==> src/rtl/cache_pkg.sv <==
// Shared definitions for the direct-mapped cache controller: geometry, address split, state encoding.
// Latency: n/a (constants and types only).
// Backpressure: n/a.
package cache_pkg;

  localparam int ADDRWIDTH = 16;
  localparam int DATAWIDTH = 32;
  localparam int CACHESIZE = 1024;

  // Address split: tag above the line index, no offset bits (one word per line).
  localparam int INDEX_LSB  = 0;
  localparam int INDEX_MSB  = 9;
  localparam int TAG_LSB    = 10;
  localparam int TAG_MSB    = 15;
  localparam int INDEXWIDTH = INDEX_MSB - INDEX_LSB + 1;
  localparam int TAGWIDTH   = TAG_MSB - TAG_LSB + 1;

  typedef enum logic [2:0] {
    FLUSH  = 3'd0,
    IDLE   = 3'd1,
    LOOKUP = 3'd2,
    MEMRD  = 3'd3,
    MEMWR  = 3'd4
  } state_t;

  localparam logic READ    = 1'b1;
  localparam logic WRITE   = 1'b0;
  localparam logic PRESENT = 1'b1;
  localparam logic ABSENT  = 1'b0;

endpackage

==> src/rtl/flush_sequencer.sv <==
// Line counter that walks every cache index once for an invalidate-all.
// Latency: one index per cycle while run is high; done flags the last index.
// Backpressure: none; the walk cannot be stalled, only restarted by start or Reset.
//
// Ports: Clk, Reset (async, active-low), start (clear counter), run (advance),
//        index (current line), done (run && index is the last line).
module flush_sequencer
  import cache_pkg::*;
#(
  parameter int LINES = CACHESIZE
) (
  input  logic                     Clk,
  input  logic                     Reset,
  input  logic                     start,
  input  logic                     run,
  output logic [$clog2(LINES)-1:0] index,
  output logic                     done
);

  localparam int IW = $clog2(LINES);

  logic last;

  assign last = (index == IW'(LINES - 1));
  assign done = run && last;

  // The counter wraps to 0 on the last line, so it is already cleared for the
  // next walk; start only matters if a walk is ever cut short.
  always_ff @(posedge Clk or negedge Reset) begin
    if (!Reset) begin
      index <= '0;
    end else if (start) begin
      index <= '0;
    end else if (run) begin
      index <= last ? '0 : index + IW'(1);
    end
  end

endmodule

==> src/rtl/cache_controller.sv <==
// Sequencer for a direct-mapped write-through cache: flush walk, read hit/miss with fill, write-through.
// Latency: read hit 2 cycles from CpuReq to CpuReady; miss/write 1 cycle after MemAck.
// Backpressure: CpuReq is dropped while Busy; Flush while Busy is remembered and run afterwards.
//
// Ports: CPU side (CpuReq/CpuRead/CpuAddr/CpuWData -> CpuRData/CpuReady, Busy, Flush),
//        RAM side (RamIndex, Valid/Tag/Data write strobes and data, one-cycle-latency read data),
//        memory side (MemReq/MemRead/MemAddr/MemWData -> MemRData/MemAck).
module cache_controller
  import cache_pkg::*;
#(
  parameter int ADDRWIDTH = cache_pkg::ADDRWIDTH,
  parameter int DATAWIDTH = cache_pkg::DATAWIDTH,
  parameter int CACHESIZE = cache_pkg::CACHESIZE
) (
  input  logic                  Clk,
  input  logic                  Reset,
  input  logic                  CpuReq,
  input  logic                  CpuRead,
  input  logic [ADDRWIDTH-1:0]  CpuAddr,
  input  logic [DATAWIDTH-1:0]  CpuWData,
  input  logic                  Flush,
  output logic [DATAWIDTH-1:0]  CpuRData,
  output logic                  CpuReady,
  output logic                  Busy,
  output logic [INDEXWIDTH-1:0] RamIndex,
  output logic                  ValidWr,
  output logic                  ValidIn,
  input  logic                  ValidOut,
  output logic                  TagWr,
  output logic [TAGWIDTH-1:0]   TagIn,
  input  logic [TAGWIDTH-1:0]   TagOut,
  output logic                  DataWr,
  output logic [DATAWIDTH-1:0]  DataIn,
  input  logic [DATAWIDTH-1:0]  DataOut,
  output logic                  MemReq,
  output logic                  MemRead,
  output logic [ADDRWIDTH-1:0]  MemAddr,
  output logic [DATAWIDTH-1:0]  MemWData,
  input  logic [DATAWIDTH-1:0]  MemRData,
  input  logic                  MemAck
);

  state_t                 state;
  logic [ADDRWIDTH-1:0]   req_addr;
  logic                   req_read;
  logic [DATAWIDTH-1:0]   req_wdata;
  logic                   flush_pend;
  logic [INDEXWIDTH-1:0]  flush_index;
  logic                   flush_done;
  logic                   flush_go;
  logic                   hit;
  logic [TAGWIDTH-1:0]    req_tag;
  logic [INDEXWIDTH-1:0]  req_index;

  assign req_tag   = req_addr[TAG_MSB:TAG_LSB];
  assign req_index = req_addr[INDEX_MSB:INDEX_LSB];
  // RAM read data belongs to the index presented in the IDLE cycle, i.e. the latched request.
  assign hit       = ValidOut && (TagOut == req_tag);
  assign flush_go  = (state == IDLE) && (Flush || flush_pend);
  assign Busy      = (state != IDLE);

  flush_sequencer #(
    .LINES (CACHESIZE)
  ) u_flush (
    .Clk   (Clk),
    .Reset (Reset),
    .start (flush_go),
    .run   (state == FLUSH),
    .index (flush_index),
    .done  (flush_done)
  );

  always_ff @(posedge Clk or negedge Reset) begin
    if (!Reset) begin
      state      <= FLUSH;
      req_addr   <= '0;
      req_read   <= 1'b0;
      req_wdata  <= '0;
      flush_pend <= 1'b0;
      CpuReady   <= 1'b0;
      CpuRData   <= '0;
    end else begin
      CpuReady <= 1'b0;
      // A flush arriving during a CPU transaction waits for it to finish. One
      // arriving during a walk is already covered: nothing refills lines mid-walk.
      if (Flush && (state == LOOKUP || state == MEMRD || state == MEMWR)) begin
        flush_pend <= 1'b1;
      end
      case (state)
        FLUSH: begin
          if (flush_done) state <= IDLE;
        end
        IDLE: begin
          if (flush_go) begin
            flush_pend <= 1'b0;
            state      <= FLUSH;
          end else if (CpuReq) begin
            req_addr  <= CpuAddr;
            req_read  <= CpuRead;
            req_wdata <= CpuWData;
            state     <= LOOKUP;
          end
        end
        LOOKUP: begin
          if (req_read == READ) begin
            if (hit) begin
              CpuRData <= DataOut;
              CpuReady <= 1'b1;
              state    <= IDLE;
            end else begin
              state <= MEMRD;
            end
          end else begin
            state <= MEMWR;
          end
        end
        MEMRD: begin
          if (MemAck) begin
            CpuRData <= MemRData;
            CpuReady <= 1'b1;
            state    <= IDLE;
          end
        end
        MEMWR: begin
          if (MemAck) begin
            CpuReady <= 1'b1;
            state    <= IDLE;
          end
        end
        default: state <= FLUSH;
      endcase
    end
  end

  // RAM and memory strobes decode straight from state so that an asynchronous
  // reset drops MemReq immediately and the index is ready a cycle before LOOKUP.
  always_comb begin
    RamIndex = '0;
    ValidWr  = 1'b0;
    ValidIn  = ABSENT;
    TagWr    = 1'b0;
    TagIn    = '0;
    DataWr   = 1'b0;
    DataIn   = '0;
    MemReq   = 1'b0;
    MemRead  = 1'b0;
    MemAddr  = '0;
    MemWData = '0;
    case (state)
      FLUSH: begin
        RamIndex = flush_index;
        ValidWr  = 1'b1;
        ValidIn  = ABSENT;
      end
      IDLE: begin
        RamIndex = CpuAddr[INDEX_MSB:INDEX_LSB];
      end
      LOOKUP: begin
        RamIndex = req_index;
        if (req_read == WRITE && hit) begin
          DataWr = 1'b1;
          DataIn = req_wdata;
        end
      end
      MEMRD: begin
        RamIndex = req_index;
        MemReq   = 1'b1;
        MemRead  = READ;
        MemAddr  = req_addr;
        if (MemAck) begin
          DataWr  = 1'b1;
          DataIn  = MemRData;
          TagWr   = 1'b1;
          TagIn   = req_tag;
          ValidWr = 1'b1;
          ValidIn = PRESENT;
        end
      end
      MEMWR: begin
        RamIndex = req_index;
        MemReq   = 1'b1;
        MemRead  = WRITE;
        MemAddr  = req_addr;
        MemWData = req_wdata;
      end
      default: begin
        RamIndex = '0;
      end
    endcase
  end

endmodule

==> config.mk <==
export PLATFORM = sky130hd
export DESIGN_NAME = cache_controller
export DESIGN_NICKNAME = d
export VERILOG_FILES = /design/src/rtl/cache_pkg.sv /design/src/rtl/flush_sequencer.sv /design/src/rtl/cache_controller.sv
export SDC_FILE = /design/constraint.sdc
export NUM_CORES = 1
export LEC_CHECK = 0
export CORE_MARGIN = 4
export CORE_UTILIZATION = 29
export DETAILED_ROUTE_END_ITERATION = 10
export GPL_TIMING_DRIVEN = 0
export PLACE_DENSITY = 0.58
export SYNTH_ARGS = -nofsm -noshare
export SYNTH_HDL_FRONTEND = slang
export SYNTH_HIERARCHICAL = 1
export SYNTH_SLANG_ARGS = --single-unit
==> constraint.sdc <==
create_clock -name Clk -period 5.75 [get_ports Clk]
set_input_delay 1.15 -clock Clk [delete_from_list [all_inputs] [get_ports Clk]]
set_output_delay 1.15 -clock Clk [all_outputs]
set_load 0.005 [all_outputs]
# == Yosys cells after proc, flatten, opt, wreduce, memory -nomap -nowiden ==
# Index checks and enable logic that the tools add are counted.
# classes
n_eq_ne,13
addsub,1
reduce_logical,16
mux,35
bitwise,2
# ops
operator,count
two-way mux 32 bit,6
one-hot mux 32 bit (2 select lines),2
two-way mux 10 bit,3
one-hot mux 10 bit (3 select lines),1
two-way mux 16 bit,1
two-way mux 3 bit,5
two-way mux 6 bit,2
one-hot mux 3 bit (4 select lines),1
"adder 10 x 1 -> 10 bit, second input constant",1
"== test 10 bit, second input constant",1
two-way mux 1 bit,10
"inequality test 2 bit, second input constant",4
"== test 3 x 2 -> 1 bit, second input constant",2
== test 6 bit,1
one-hot mux 1 bit (2 select lines),3
AND reduction 3 bit,2
logical AND 1 bit,5
AND reduction 4 bit,1
nonzero test 2 bit,2
"== test 3 x 1 -> 1 bit, second input constant",1
"== test 3 bit, second input constant",1
zero test 3 bit,1
logical OR 1 bit,3
"inequality test 3 x 1 -> 1 bit, second input constant",1
6 further kinds,7
# word_totals
in_bits,125
ff_bits,96
out_inout_bits,136
wordCells,75

# == Depth between registers and ports, before layout ==
# Gate-level depths: netlist (run 1).
# depth
depth_word,7
mapped_depth,11
depth_no_buf,8

# == Cells and area by module ==
# Netlist (run 1), hierarchy kept.
# modules_own_cells
mod,cells_per_inst,seq_area_each_um2,instances,area_each_um2
cache_controller,422,2152.1,1,4544.4
flush_sequencer,56,250.2,1,538.0

# == Worst setup path before layout (run 1) ==
# OpenSTA, ideal clock, no wires.
# synth_timing
path_kind,input port to output port
from,in TagOut[0]
to,out DataIn[10]
cell_stages,7
arrival_ns,2.222
setup_slack_ns,2.378
cell_sequence,xnor2_1 > nand4_1 > nor2_1 > and3_1 > clkbuf_1 > buf_2 > a21o_1
# synth_between
elab_chain_cells,5
# synth_lines
element,line_no,rtl
from (decl),cache_controller.sv:31,"input logic [TAGWIDTH-1:0] TagOut,"
== test 6 bit,cache_controller.sv:58,assign hit = ValidOut && (TagOut == req_tag);
logical AND 1 bit,cache_controller.sv:58,
logical AND 1 bit,cache_controller.sv:160,if (req_read == WRITE && hit) begin
two-way mux 32 bit,cache_controller.sv:160,
one-hot mux 32 bit (2 select lines),cache_controller.sv:149,case (state)
to (decl),cache_controller.sv:33,"output logic [DATAWIDTH-1:0] DataIn,"
# Every way passes these cells.

# == Final worst setup path (run 1) ==
# layout_timing
from,in TagOut[4]
to,out DataIn[31]
# The elaborated chain is that of the path after synthesis.

==> out/metrics.cfg, run 1 <==
[detailed_routing]
vias = 4842
via_per_inst = 4.94
drtAntennaViolNets = 0
drt-total-wl_mm = 20.0
drcViolationCount = 0
drt_iter0_drc = 237
firstDrtPassIters = 4
routedWlPerCell_um = 20.3

[floorplanning]
start_util = 0.295
rows = 48
core_area_um2 = 17200
dieArea_um2 = 19700
ios = 261
die_h_um = 140
die_x_um = 140

[clocking]
clockBufferDepth = 2
postCtsSetupBuffers = 0
cts_buffers = 9
clkTransAtPathRegs_ns = 0.06
worst_skew_pair.late_latency_ns = 0.35
cts_root_buffer = clkbuf_16
cts_resized = 0
cts_hold_buffers = 0
clkSinkCount = 96
cts_tree = done
htree_num_levels = 3

[layout]
final_area_um2 = 8290
mostFrequentLayoutCell = clkdlybuf4s50_1
fin_nets = 876
final_cells = 981
syn2layout_area_growth_pct = 63.2
final_util = 0.481
final_cell_mix = 259 x clkdlybuf4s50_1, 96 x dfrtp_1, 54 x and2_1
drive_gt1_frac = 0.118

[synth]
synth.distinct_cells = 41
syn_area_per_cell_um2 = 10.6
async_reset_ff_frac = 1.00
syn_nets = 604
synth_warnings = 6
ys_ff_latch = 96
synth_area_um2 = 5080
ys_seq_area_frac = 0.473
synth-edff-count = 0
synthCells = 478
ys.flop_type = dfrtp_1

[timing]
tightest_slew_ns = 0.700
report.final.slew_viol_count = 0
setup_viol = 0
period_share = 0.835
final-hold-violation-count = 0
period_minus_slack_ns = 4.80
fin_skew_ns = 0.0108
setup_slack_ns = 0.948
relSlewSlack = 0.530
timing.fmax_ghz = 0.208
rsz0062_at_grt = false

[global_routing]
antenna_found_initial = 1
grt_pass1_wl_mm = 31.1
grt_pass1_vias = 5142
grt-ovfl-total = 0
grt_max_degree = 59
grt_use_total = 0.201

[worst_setup_path]
crit_top_cell = clkdlybuf4s50_1
critPathKind = in -> out
setup.reg_to_reg.worst_slack_ns = 2.97
crit_chain = clkdlybuf4s50_1, xnor2_1, nand3_1, nor2_1, and3_1, clkbuf_1, buf_2, a21o_1, clkdlybuf4s50_1
r2r_end = state[0]
cp-end-kind = output port
critPathRequiredTime_ns = 4.60
r2r_start = state[2]
path_buf_inv = 4
cpPeakStageDelay_ns = 0.54
cp.arrival_ns = 3.65
cp_slowest_cell = clkdlybuf4s50_1
path_max_fanout = 10
critPathTopFamily = buffers and inverters
rr_worst_depth = 11
start_kind = input pin

[flow_run]
cap_violations = 0

[min_path]
hp-start = CpuRData[24]
whs_path_depth = 1
hold_path.class = reg -> reg
min_to = CpuRData[24]

[place]
placed_cells = 964
place_congestion = 0.844
pre_cts_ws_ns = 0.946
port_buffers = 260
dpl.hpwl_mm = 15.4
place_area_um2 = 7990

[power_and_ir_drop]
power_density_nw_per_um2 = 420
peakVddDrop_mv = 0.203
p_leak_nw = 3.79
p_total_w = 0.00348

[run_status]
outcome = complete, no violations

==> synth_stat cells (2+ instances only) <==
| library cell | number | area share |
|---|---|---|
| o2111ai_1 | 2 | 0.0034 |
| nand2b_1 | 2 | 0.0025 |
| nand2_1 | 19 | 0.014 |
| nor2_1 | 25 | 0.018 |
| a21o_1 | 33 | 0.049 |
| mux2_2 | 49 | 0.11 |
| dfrtp_1 | 96 | 0.47 |
| xor2_1 | 3 | 0.0052 |
| nand4_1 | 3 | 0.0037 |
| a221o_1 | 32 | 0.063 |
| a21oi_1 | 19 | 0.019 |
| nand3_1 | 5 | 0.0049 |
| buf_2 | 16 | 0.016 |
| mux2i_1 | 11 | 0.022 |
| inv_1 | 6 | 0.0044 |
| and2_1 | 54 | 0.066 |
| o21ai_0 | 14 | 0.014 |
| o31ai_1 | 5 | 0.0074 |
| nor3_1 | 2 | 0.0020 |
| clkbuf_1 | 18 | 0.013 |
| xnor2_1 | 6 | 0.010 |
| or2_2 | 2 | 0.0025 |
| and3_1 | 34 | 0.042 |
| buf_1 | 3 | 0.0022 |
| or3_1 | 2 | 0.0025 |
| or4_1 | 2 | 0.0030 |
==> layer usage <==
metal / vias up / track usage / share of wire
li1: 2273 / - / -
met1: 2371 / 0.266 / 0.43
met2: 175 / 0.328 / 0.48
met3: 23 / 0.0529 / 0.066
met4: 0 / 0.0525 / 0.024
met5: - / 0 / 0
==> worst max-delay path by stage <==
stage | to | cells past startpoint | startpoint | slack (ns)
floorplan | DataIn[10] | 7 | TagOut[0] | 2.38
global placement | req_addr[3] | 1 | Reset | -0.43
detailed placement | DataIn[31] | 9 | TagOut[0] | 0.95
CTS | DataIn[31] | 9 | TagOut[0] | 0.93
global route | DataIn[31] | 9 | TagOut[0] | 0.81
finish | DataIn[31] | 9 | TagOut[4] | 0.95
==> report_power, final <==
part           internal (W)  leakage (nW)  switching (W)
combinational      0.000946          2.45       0.000677
sequential         0.000990          1.19       0.000247
clock              0.000360         0.150       0.000261
==> metrics by stage <==
stage | setup TNS (ns) | hold WS (ns)
2_1_floorplan | 0 | 0.495
3_5_place_dp | 0 | 0.497
5_1_grt | 0 | 0.527
6_report | 0 | 0.515
4_1_cts | 0 | 0.519
3_3_place_gp | -40.27 | 0.494
==> sequential cells by signal, indices dropped and copies added (netlist names) <==
register and count:
CpuRData 32, req_wdata 32, req_addr 16, u_flush/index 10, state 3, CpuReady 1, flush_pend 1, req_read 1
==> cells by family after synthesis <==
group / share of synthesized area
buf+inv: 0.0379
simple gates: 0.178
mux: 0.130
xor+xnor: 0.0155
compound gates: 0.163
flops: 0.473
fa+ha+maj: 0.00246
==> cell type report <==
cell class	count	area [um2]
Fill cell	1595	8940
Timing Repair Buffer	261	2630
Multi-Input combinational cell	337	2490
Sequential cell	96	2400
Tap cell	225	282
Clock buffer	13	260
Buffer	38	166
Clock inverter	3	40.0
Inverter	7	26.3
Antenna cell	1	2.50
==> worst reg2reg max path: stages, from the launching register on <==
cell      delay (ns)
dfrtp_1         0.36
clkbuf_1        0.16
clkbuf_1        0.32
nor3_1          0.29
buf_2           0.24
nand3_1         0.22
nor3_1          0.26
nor2_1          0.07
a21boi_0        0.20
o221ai_1        0.22
o31ai_1         0.26
a21oi_1         0.06
Power figures use the tool's default switching activity.
==> inputs of run 2 (changes only) <==
Settings changed: PLACE_DENSITY 0.58 to 0.6.
Clock period 5.75 ns to 4.05 ns, I/O delays scaled along.
==> out/metrics.cfg, run 2 (synthesized netlist as in run 1, its figures left out) <==
[run_status]
outcome = complete, no violations

[layout]
fill_cells = 1573
final_cell_mix = 259 x clkdlybuf4s50_1, 96 x dfrtp_1, 54 x and2_1
syn2layout_area_growth_pct = 63.2
final_area_um2 = 8290
fin_nets = 875
final_util = 0.481
multiInputGateArea_um2 = 2490
ff_latch_area_um2 = 2400
diodes = 0
drive_gt1_frac = 0.121
top_regs = CpuRData x32, req_wdata x32, req_addr x16
mostFrequentLayoutCell = clkdlybuf4s50_1

[global_routing]
grt_pass1_vias = 5180
grt_use_total = 0.198
grt-ovfl-total = 0
grt_pass1_wl_mm = 30.4
antenna_found_initial = 0
grt_max_degree = 51

[min_path]
hold_path.class = in -> async

[place]
place_area_um2 = 7990
dpl.hpwl_mm = 15.4
place_congestion = 0.884
port_buffers = 260
pre_cts_ws_ns = -0.0563

[clocking]
clockBufferDepth = 2
cts_buffers = 9
worst_skew_pair.late_latency_ns = 0.35
clkTransAtPathRegs_ns = 0.08
clkSinkCount = 96
cts_root_buffer = clkbuf_16
htree_num_levels = 3
postCtsSetupBuffers = 0
cts_tree = done

[detailed_routing]
drtAntennaViolNets = 0
via_per_inst = 5.03
routedWlPerCell_um = 20.6
drcViolationCount = 0
firstDrtPassIters = 4
drt_iter0_drc = 189
vias = 4927
drt-total-wl_mm = 20.2

[worst_setup_path]
cp_slowest_cell = clkdlybuf4s50_1
path_max_fanout = 10
cpPeakStageDelay_ns = 0.55
crit_top_cell = clkdlybuf4s50_1
crit_chain = clkdlybuf4s50_1, xnor2_1, nand4_1, nor2_1, and3_1, clkbuf_4, a21o_1, clkdlybuf4s50_1
start_kind = input pin
critPathTopFamily = buffers and inverters
cp.arrival_ns = 3.10
path_buf_inv = 3
critPathKind = in -> out
cp-end-kind = output port
critPathRequiredTime_ns = 3.24

[timing]
fin_skew_ns = 0.0124
relSlewSlack = 0.494
setup_tns_ns = 0
report.final.slew_viol_count = 0
final-hold-violation-count = 0
period_share = 0.966
setup_slack_ns = 0.138
tightest_slew_ns = 0.759
period_minus_slack_ns = 3.91
setup_viol = 0
timing.fmax_ghz = 0.256
rsz0062_at_grt = false

[floorplanning]
core_area_um2 = 17200
rows = 48
die_x_um = 140
die_h_um = 140
start_util = 0.295
dieArea_um2 = 19700
ios = 261

[power_and_ir_drop]
peakVddDrop_mv = 0.236
power_density_nw_per_um2 = 596
p_leak_nw = 3.78

[flow_run]
cap_violations = 0

==> run 2: path summary, 6_finish.rpt <==
path | from | end | slack, ns | cells past startpoint
min in group Clk | CpuRData[9] | CpuRData[9] | 0.52 | 1
min reg2reg | CpuRData[9] | CpuRData[9] | 0.52 | 1
min | Reset | CpuRData[14] | 0.47 | 1
max in group asynchronous | Reset | req_addr[1] | 2.87 | 2
max | TagOut[2] | DataIn[2] | 0.14 | 8
max reg2reg | state[2] | state[0] | 1.32 | 11
==> run 2: worst register-to-register path, delay by kind of cell, from the launching register on <==
family / cells / cell delay (ns)
flops: 1 / 0.36
compound gates: 4 / 0.66
simple gates: 4 / 0.87
buf+inv: 3 / 0.72
==> run 2: repair_timing <==
action | in CTS | in global routing
hold buffers | 0 | 0
resized for setup | 0 | 7
endpoints found under the setup margin | 19 | 30
==> run 2: area by class of cell <==
cell class	instances	area share
plain buffers	37	0.0207
clock buffers	10	0.0276
clock inverters	6	0.00815
inverters	7	0.00317
multi-input cells	337	0.300
flip-flops and latches	96	0.290
well taps	225	0.0339
repair buffers	261	0.317
==> run 2: where the power goes <==
part	internal [W]	total, W	switching (W)
Sequential	0.00141	0.00175	0.000345
Combinational	0.00134	0.00231	0.000969
Clock	0.000482	0.000879	0.000397
==> run 2: metrics by stage <==
stage | cells | hold slack [ns] | total power [W]
after global routing | 979 | 0.522 | 0.00525
after detailed placement | 964 | 0.494 | 0.00409
after floorplan | 478 | 0.495 | 0.00280
after CTS | 980 | 0.498 | 0.00499
after global placement | 963 | 0.497 | 0.00403
final | 979 | 0.473 | 0.00494
==> run 2: routing by layer <==
layer | GRT usage | part of all wire
met1 | 0.251 | 0.43
met4 | 0.0785 | 0.029
met3 | 0.0362 | 0.061
met5 | 0 | 0
met2 | 0.334 | 0.48
